File: src/rtl/mips_gpio_bank_pkg.sv
// Shared register map and register-select encoding for the MIPS GPIO bank.
// Offsets are within one 16-byte port block; IRQ_EN follows the last port block.
package mips_gpio_pkg;

    localparam logic [3:0] OFS_OUT     = 4'h0;
    localparam logic [3:0] OFS_DIR     = 4'h4;
    localparam logic [3:0] OFS_IN      = 4'h8;
    localparam logic [3:0] OFS_EDGE    = 4'hC;
    localparam int         PORT_STRIDE = 16;

    typedef enum logic [2:0] {
        SEL_NONE,
        SEL_OUT,
        SEL_DIR,
        SEL_IN,
        SEL_EDGE,
        SEL_IRQ_EN
    } reg_sel_e;

    function automatic reg_sel_e port_reg_sel(input logic [3:0] ofs);
        reg_sel_e sel;
        case (ofs)
            OFS_OUT:  sel = SEL_OUT;
            OFS_DIR:  sel = SEL_DIR;
            OFS_IN:   sel = SEL_IN;
            OFS_EDGE: sel = SEL_EDGE;
            default:  sel = SEL_NONE;
        endcase
        return sel;
    endfunction

endpackage

File: src/rtl/mips_gpio_bank_sync_edge.sv
// Two-flop pin synchroniser with rising-edge detect on the synchronised value.
// Pins whose mask bit is set (driven outputs) never report a rise.
module gpio_sync_edge #(
    parameter int WIDTH = 8
) (
    input  logic             clk,
    input  logic             reset,
    input  logic [WIDTH-1:0] pin,
    input  logic [WIDTH-1:0] mask,
    output logic [WIDTH-1:0] sync,
    output logic [WIDTH-1:0] rise
);

    logic [WIDTH-1:0] pin_p0;
    logic [WIDTH-1:0] pin_p1;
    logic [WIDTH-1:0] prev_p2;

    // prev_p2 clears with the synchroniser, so a pin held high through reset
    // is reported once when its value emerges from the second stage.
    always_ff @(posedge clk) begin
        if (reset) begin
            pin_p0  <= '0;
            pin_p1  <= '0;
            prev_p2 <= '0;
        end else begin
            pin_p0  <= pin;
            pin_p1  <= pin_p0;
            prev_p2 <= pin_p1;
        end
    end

    assign sync = pin_p1;
    assign rise = pin_p1 & ~prev_p2 & ~mask;

endmodule

File: src/rtl/mips_gpio_bank.sv
// Memory-mapped GPIO bank for a MIPS bus: per-port OUT/DIR/IN/EDGE registers
// plus a shared IRQ_EN register, registered read data and address-error pulse.
module mips_gpio_bank
    import mips_gpio_pkg::*;
#(
    parameter int                    DATA_WIDTH = 32,
    parameter int                    ADDR_WIDTH = 32,
    parameter int                    PORT_WIDTH = 8,
    parameter int                    NUM_PORTS  = 2,
    parameter logic [ADDR_WIDTH-1:0] BASE_ADDR  = 32'h1001_0000
) (
    input  logic                            clk,
    input  logic                            reset,
    input  logic [ADDR_WIDTH-1:0]           addr,
    input  logic [DATA_WIDTH-1:0]           wdata,
    input  logic                            we,
    input  logic                            re,
    output logic [DATA_WIDTH-1:0]           rdata,
    output logic                            addr_err,
    input  logic [NUM_PORTS*PORT_WIDTH-1:0] gpio_in,
    output logic [NUM_PORTS*PORT_WIDTH-1:0] gpio_out,
    output logic [NUM_PORTS*PORT_WIDTH-1:0] gpio_oe,
    output logic                            irq
);

    localparam int                    PW      = PORT_WIDTH;
    localparam int                    BW      = NUM_PORTS * PORT_WIDTH;
    localparam logic [ADDR_WIDTH-1:0] IRQ_OFS = ADDR_WIDTH'(PORT_STRIDE * NUM_PORTS);

    logic [BW-1:0]         out_q;
    logic [BW-1:0]         dir_q;
    logic [BW-1:0]         edge_q;
    logic [BW-1:0]         edge_clr;
    logic [BW-1:0]         edge_d;
    logic [BW-1:0]         sync_all;
    logic [BW-1:0]         rise_all;
    logic [NUM_PORTS-1:0]  irq_en_q;
    logic [NUM_PORTS-1:0]  edge_any;

    logic [ADDR_WIDTH-1:0] offset;
    logic [ADDR_WIDTH-1:0] blk;
    reg_sel_e              sel;
    logic [2:0]            sel_port;
    logic                  mapped;
    logic [DATA_WIDTH-1:0] rd_val;
    logic                  unused_bits;

    assign unused_bits = ^wdata;

    // Offset arithmetic wraps, so addresses below BASE_ADDR land far out of range.
    always_comb begin
        offset   = addr - BASE_ADDR;
        blk      = offset / ADDR_WIDTH'(PORT_STRIDE);
        sel      = SEL_NONE;
        sel_port = '0;
        if (addr[1:0] == 2'b00) begin
            if (offset == IRQ_OFS) begin
                sel = SEL_IRQ_EN;
            end else if (blk < ADDR_WIDTH'(NUM_PORTS)) begin
                sel      = port_reg_sel(offset[3:0]);
                sel_port = blk[2:0];
            end
        end
    end

    assign mapped = (sel != SEL_NONE);

    genvar gp;
    generate
        for (gp = 0; gp < NUM_PORTS; gp++) begin : g_port
            gpio_sync_edge #(
                .WIDTH (PW)
            ) u_sync_edge (
                .clk   (clk),
                .reset (reset),
                .pin   (gpio_in[gp*PW +: PW]),
                .mask  (dir_q[gp*PW +: PW]),
                .sync  (sync_all[gp*PW +: PW]),
                .rise  (rise_all[gp*PW +: PW])
            );
        end
    endgenerate

    // A fresh edge is OR-ed in after the W1C mask so a coincident set wins.
    always_comb begin
        edge_clr = '0;
        edge_any = '0;
        for (int p = 0; p < NUM_PORTS; p++) begin
            if (we && sel == SEL_EDGE && sel_port == 3'(p)) begin
                edge_clr[p*PW +: PW] = wdata[PW-1:0];
            end
            edge_any[p] = |edge_q[p*PW +: PW];
        end
        edge_d = (edge_q & ~edge_clr) | rise_all;
    end

    always_comb begin
        rd_val = '0;
        if (sel == SEL_IRQ_EN) begin
            rd_val = DATA_WIDTH'(irq_en_q);
        end else begin
            for (int p = 0; p < NUM_PORTS; p++) begin
                if (sel_port == 3'(p)) begin
                    case (sel)
                        SEL_OUT:  rd_val = DATA_WIDTH'(out_q[p*PW +: PW]);
                        SEL_DIR:  rd_val = DATA_WIDTH'(dir_q[p*PW +: PW]);
                        SEL_IN:   rd_val = DATA_WIDTH'(sync_all[p*PW +: PW]);
                        SEL_EDGE: rd_val = DATA_WIDTH'(edge_q[p*PW +: PW]);
                        default:  rd_val = '0;
                    endcase
                end
            end
        end
    end

    always_ff @(posedge clk) begin
        if (reset) begin
            out_q    <= '0;
            dir_q    <= '0;
            edge_q   <= '0;
            irq_en_q <= '0;
            rdata    <= '0;
            addr_err <= 1'b0;
            irq      <= 1'b0;
        end else begin
            for (int p = 0; p < NUM_PORTS; p++) begin
                if (we && sel_port == 3'(p)) begin
                    if (sel == SEL_OUT) out_q[p*PW +: PW] <= wdata[PW-1:0];
                    if (sel == SEL_DIR) dir_q[p*PW +: PW] <= wdata[PW-1:0];
                end
            end
            if (we && sel == SEL_IRQ_EN) irq_en_q <= wdata[NUM_PORTS-1:0];
            edge_q   <= edge_d;
            if (re) rdata <= rd_val;
            addr_err <= (we || re) && !mapped;
            irq      <= |(irq_en_q & edge_any);
        end
    end

    assign gpio_out = out_q;
    assign gpio_oe  = dir_q;

endmodule
File: config.mk
export PLATFORM = sky130hd
export DESIGN_NAME = mips_gpio_bank
export DESIGN_NICKNAME = d
export VERILOG_FILES = /design/src/rtl/mips_gpio_bank_pkg.sv /design/src/rtl/mips_gpio_bank_sync_edge.sv /design/src/rtl/mips_gpio_bank.sv
export SDC_FILE = /design/constraint.sdc
export NUM_CORES = 1
export LEC_CHECK = 0
export CORE_ASPECT_RATIO = 1.75
export CORE_MARGIN = 4
export CORE_UTILIZATION = 45
export CTS_CLUSTER_DIAMETER = 100
export DETAILED_ROUTE_END_ITERATION = 16
export HOLD_SLACK_MARGIN = 0.05
export PLACE_DENSITY = 0.78
export SLEW_MARGIN = 40
export SYNTH_ARGS = -nofsm -noshare
export SYNTH_HDL_FRONTEND = slang
export SYNTH_SLANG_ARGS = --single-unit
File: constraint.sdc
create_clock -name clk -period 4.6 [get_ports clk]
set_clock_uncertainty 0.15 [all_clocks]
set_input_delay 0.69 -clock clk [delete_from_list [all_inputs] [get_ports clk]]
set_output_delay 0.69 -clock clk [all_outputs]
set_load 0.1 [all_outputs]
==> flow_metrics.tcl <==
set metrics [dict create \
    grt_start_max_net_pins 42 \
    final.setup.worst_slack_ps 1490 \
    grt_usage_pct 18.4 \
    cts_buffer_depth 2 \
    stdcell_area_um2 5880 \
    setup.worst_path.start "addr[24]" \
    synth_mux_area_share_pct 14.8 \
    core-area_um2 10400 \
    cts_htree_levels 3 \
    syn_inst_count 457 \
    place_ws_ps 1130 \
    synthesis.yosys.warnings 0 \
    placement.io_buffers 101 \
    rrSetupSlack_ps 2940 \
    place.gp.congestion 0.884 \
    synth_compound_area_share_pct 7.03 \
    cts_resizes 0 \
    die_height_um 144 \
    drc 0 \
    max_slew_headroom_pct 42.4 \
    gr-total-overflow 0 \
    synth_adder_area_share_pct 0 \
    vias_per_cell 5.36 \
    dr_total_vias 3679 \
    grt_first_pass_wirelength_um 17700 \
    cts.sinks 108 \
    synthesis.area_per_instance_um2 10.5 \
    clk_pin_slew_worst_paths_ps 60 \
    synth_top_family_by_area "simple AND/OR/NAND/NOR gates" \
    fraction_of_final_layout_cells_with_drive_strength_greater_than_1_pct 17.5 \
    xor_xnor_portion_of_the_synthesized_cell_area_pct 0 \
    drtPass1Iterations 5 \
    synth-seq-cells 108 \
    antennaDiodeCount 0 \
    hp-class "reg -> reg" \
    min_delay_path_depth 1 \
    tightestPinTransition_ps 857 \
    first_global_vias 3537 \
    crit_path_end_kind "flip-flop" \
    min_period_over_period_pct 67.6 \
    critical_path_start_type "primary input" \
    detail_route.wirelength_um 11400 \
    worst_skew_pair.late_latency_ps 340 \
    placedInstanceArea_um2 5590 \
    final_period_minus_worst_setup_slack_ps 3110 \
    die-width_um 86.0 \
    start_util_pct 46.2 \
    postSynth.topFlopCell "sky130_fd_sc_hd__dfxtp_1" \
    number_of_antenna_violations_at_the_first_check_in_global_routing 0 \
    hold_viol_final 0 \
    slew_violations 0 \
    max_freq_mhz 322 \
    floorplan.rows 49 \
    post_synth_and_or_nand_nor_area_fraction_pct 27.0 \
    power.density_nw_per_um2 333 \
    clockRootBuffer "sky130_fd_sc_hd__clkbuf_16" \
    critPathRequiredTime_ps 4720 \
    boundaryPins 150 \
    result_of_the_run "finished clean" \
    ys_seq_area_share_pct 45.2 \
    post_synth_instance_area_um2 4790 \
    synth_async_sr_flop_share_pct 0 \
    cts_hold_buffers 0 \
    timing.setup.tns_ps 0 \
    layout.cells.non_filler 686 \
    max_cap_viol_count 0 \
    grt_setup_unrepaired "false" \
    fin_nets 638 \
    ys_types 41 \
    synth_edf_count 0 \
    holdCritStartpoint "g_port[1].u_sync_edge.pin_p0[1]$_SDFF_PP0_" \
    numCtsBuffers 9 \
    holdPathEnd "g_port[1].u_sync_edge.sync[1]$_SDFF_PP0_" \
    power.leakage_nw 2.45 \
    detail_route.iter0.violations 274 \
    placed_cells 670 \
    area.growth.synth_to_final_pct 22.7 \
    power.ir.vdd_worst_mv 0.204 \
    antenna_left 0 \
    worst-path-max-fanout 8 \
    cts_setup_buffers 0 \
    wl_per_cell_um 16.6 \
    regToRegEndpoint "rdata[1]$_SDFFE_PP0P_" \
    reg2reg_from "gpio_oe[9]$_SDFFE_PP0P_" \
    hpwlAfterDp_um 8490 \
    cts_tree "yes" \
    timing_worst_setup_path_type "in -> reg" \
    reg2regPathDepth 4 \
    die_area_um2 12400 \
    worst_ep_arrival_time_ps 3230 \
    setup_viol_count_final 0 \
]
[kinds of logic (layout without fill, tap and decap cells)]
logic type,count (synthesis),after routing
AND/OR/NAND/NOR,198,198
flip-flops,108,108
multiplexers,57,57
AO/OA/AOI/OAI,49,49
buffers and inverters,44,123
other,1,24
[how the worst max path moves through the flow]
stage / end / depth (start not counted)
6_report: gpio_out[6]$_SDFFE_PP0P_ / 5
5_1_grt: gpio_out[13]$_SDFFE_PP0P_ / 5
4_1_cts: gpio_out[6]$_SDFFE_PP0P_ / 5
3_5_place_dp: gpio_out[8]$_SDFFE_PP0P_ / 5
3_3_place_gp: gpio_out[5]$_SDFFE_PP0P_ / 5
2_1_floorplan: gpio_out[0]$_SDFFE_PP0P_ / 5
[placed cells by master (no fill, tap or decap), types with 3 or more instances in the layout]
master / synthesis / layout
sky130_fd_sc_hd__a211oi_1: 16 / 16
sky130_fd_sc_hd__or2b_2: 14 / 14
sky130_fd_sc_hd__o21ai_0: 16 / 16
sky130_fd_sc_hd__nor4b_1: 4 / 4
sky130_fd_sc_hd__buf_4: 24 / 6
sky130_fd_sc_hd__nand2b_1: 28 / 28
sky130_fd_sc_hd__nor4_4: 3 / 3
sky130_fd_sc_hd__dfxtp_1: 108 / 108
sky130_fd_sc_hd__clkbuf_16: 0 / 9
sky130_fd_sc_hd__nor3_1: 4 / 4
sky130_fd_sc_hd__nor3b_1: 17 / 16
sky130_fd_sc_hd__nor2_1: 21 / 21
sky130_fd_sc_hd__conb_1: 1 / 24
sky130_fd_sc_hd__mux4_2: 11 / 11
sky130_fd_sc_hd__clkdlybuf4s50_1: 0 / 58
sky130_fd_sc_hd__a2111oi_0: 4 / 4
sky130_fd_sc_hd__nor4_1: 6 / 6
sky130_fd_sc_hd__nand2_1: 13 / 13
sky130_fd_sc_hd__nand4_1: 6 / 6
sky130_fd_sc_hd__nand4b_1: 3 / 3
sky130_fd_sc_hd__buf_2: 2 / 43
sky130_fd_sc_hd__mux2i_1: 46 / 46
sky130_fd_sc_hd__nor2b_1: 65 / 65
sky130_fd_sc_hd__a22oi_1: 6 / 6
[layer usage]
metal  global-route usage [%]  wire length (um)  vias to the layer above  share of wire [%]
li1                         -                 -                     1757                  -
met1                     20.6              4440                     1719                 39
met2                     31.6              5720                      171                 50
met3                     4.22               807                       32                7.1
met4                     10.4               398                        0                3.5
met5                        0                 0                        -                  0
[Yosys cell counts (all sizes together), types with 3 or more instances]
cell type / number / share of area (%)
nand4b: 3 / 0.55
a2111oi: 4 / 0.73
or2b: 16 / 2.9
nand4: 6 / 0.78
nor2: 21 / 1.6
clkbuf: 13 / 1.0
a22oi: 6 / 0.94
nor4: 9 / 2.1
a211oi: 16 / 2.5
nor3b: 17 / 2.7
nor4b: 4 / 0.73
buf: 30 / 4.7
nand2: 13 / 1.0
nor3: 4 / 0.42
nand2b: 28 / 3.7
or4: 3 / 0.63
o21ai: 16 / 1.7
or3: 3 / 0.42
nor2b: 65 / 8.5
mux4: 11 / 5.2
mux2i: 46 / 9.6
dfxtp: 108 / 45
[registers in the layout, summed over array words and instances, names as in the netlist]
name / cells
rdata: 8
gpio_out: 16
g_port.u_sync_edge.sync: 16
irq: 1
addr_err: 1
g_port.u_sync_edge.pin_p0: 16
irq_en_q: 2
gpio_oe: 16
edge_q: 16
g_port.u_sync_edge.prev_p2: 16
[metrics by stage]
step	hold slack [ps]	total power, mW	util, %
2_1_floorplan	264	1.19	-
3_3_place_gp	267	1.25	56.0
3_5_place_dp	272	1.25	53.9
4_1_cts	288	1.97	56.7
5_1_grt	306	2.03	56.7
6_report	286	1.96	56.7
[critical path: stages]
cell and delay [ps]:
sky130_fd_sc_hd__clkdlybuf4s50_1 420, sky130_fd_sc_hd__or4_4 550, sky130_fd_sc_hd__or3_1 520, sky130_fd_sc_hd__nor4_4 770, sky130_fd_sc_hd__mux2i_1 280
[report_power, final]
group          internal, mW  total [mW]  leakage [nW]  switching, mW
logic                0.0959       0.260          1.43          0.164
registers             0.960       0.973         0.881         0.0130
clock network         0.397       0.724         0.136          0.327
total                  1.45        1.96          2.45          0.504
[area by class of cell]
type	instances	area (um^2)
repair buffers	107	841
clock inverters	3	21.3
well taps	127	159
multi-input cells	328	2430
clock buffers	13	260
fillers	927	4490
flip-flops and latches	108	2160
(Power assumes the default switching activity.)
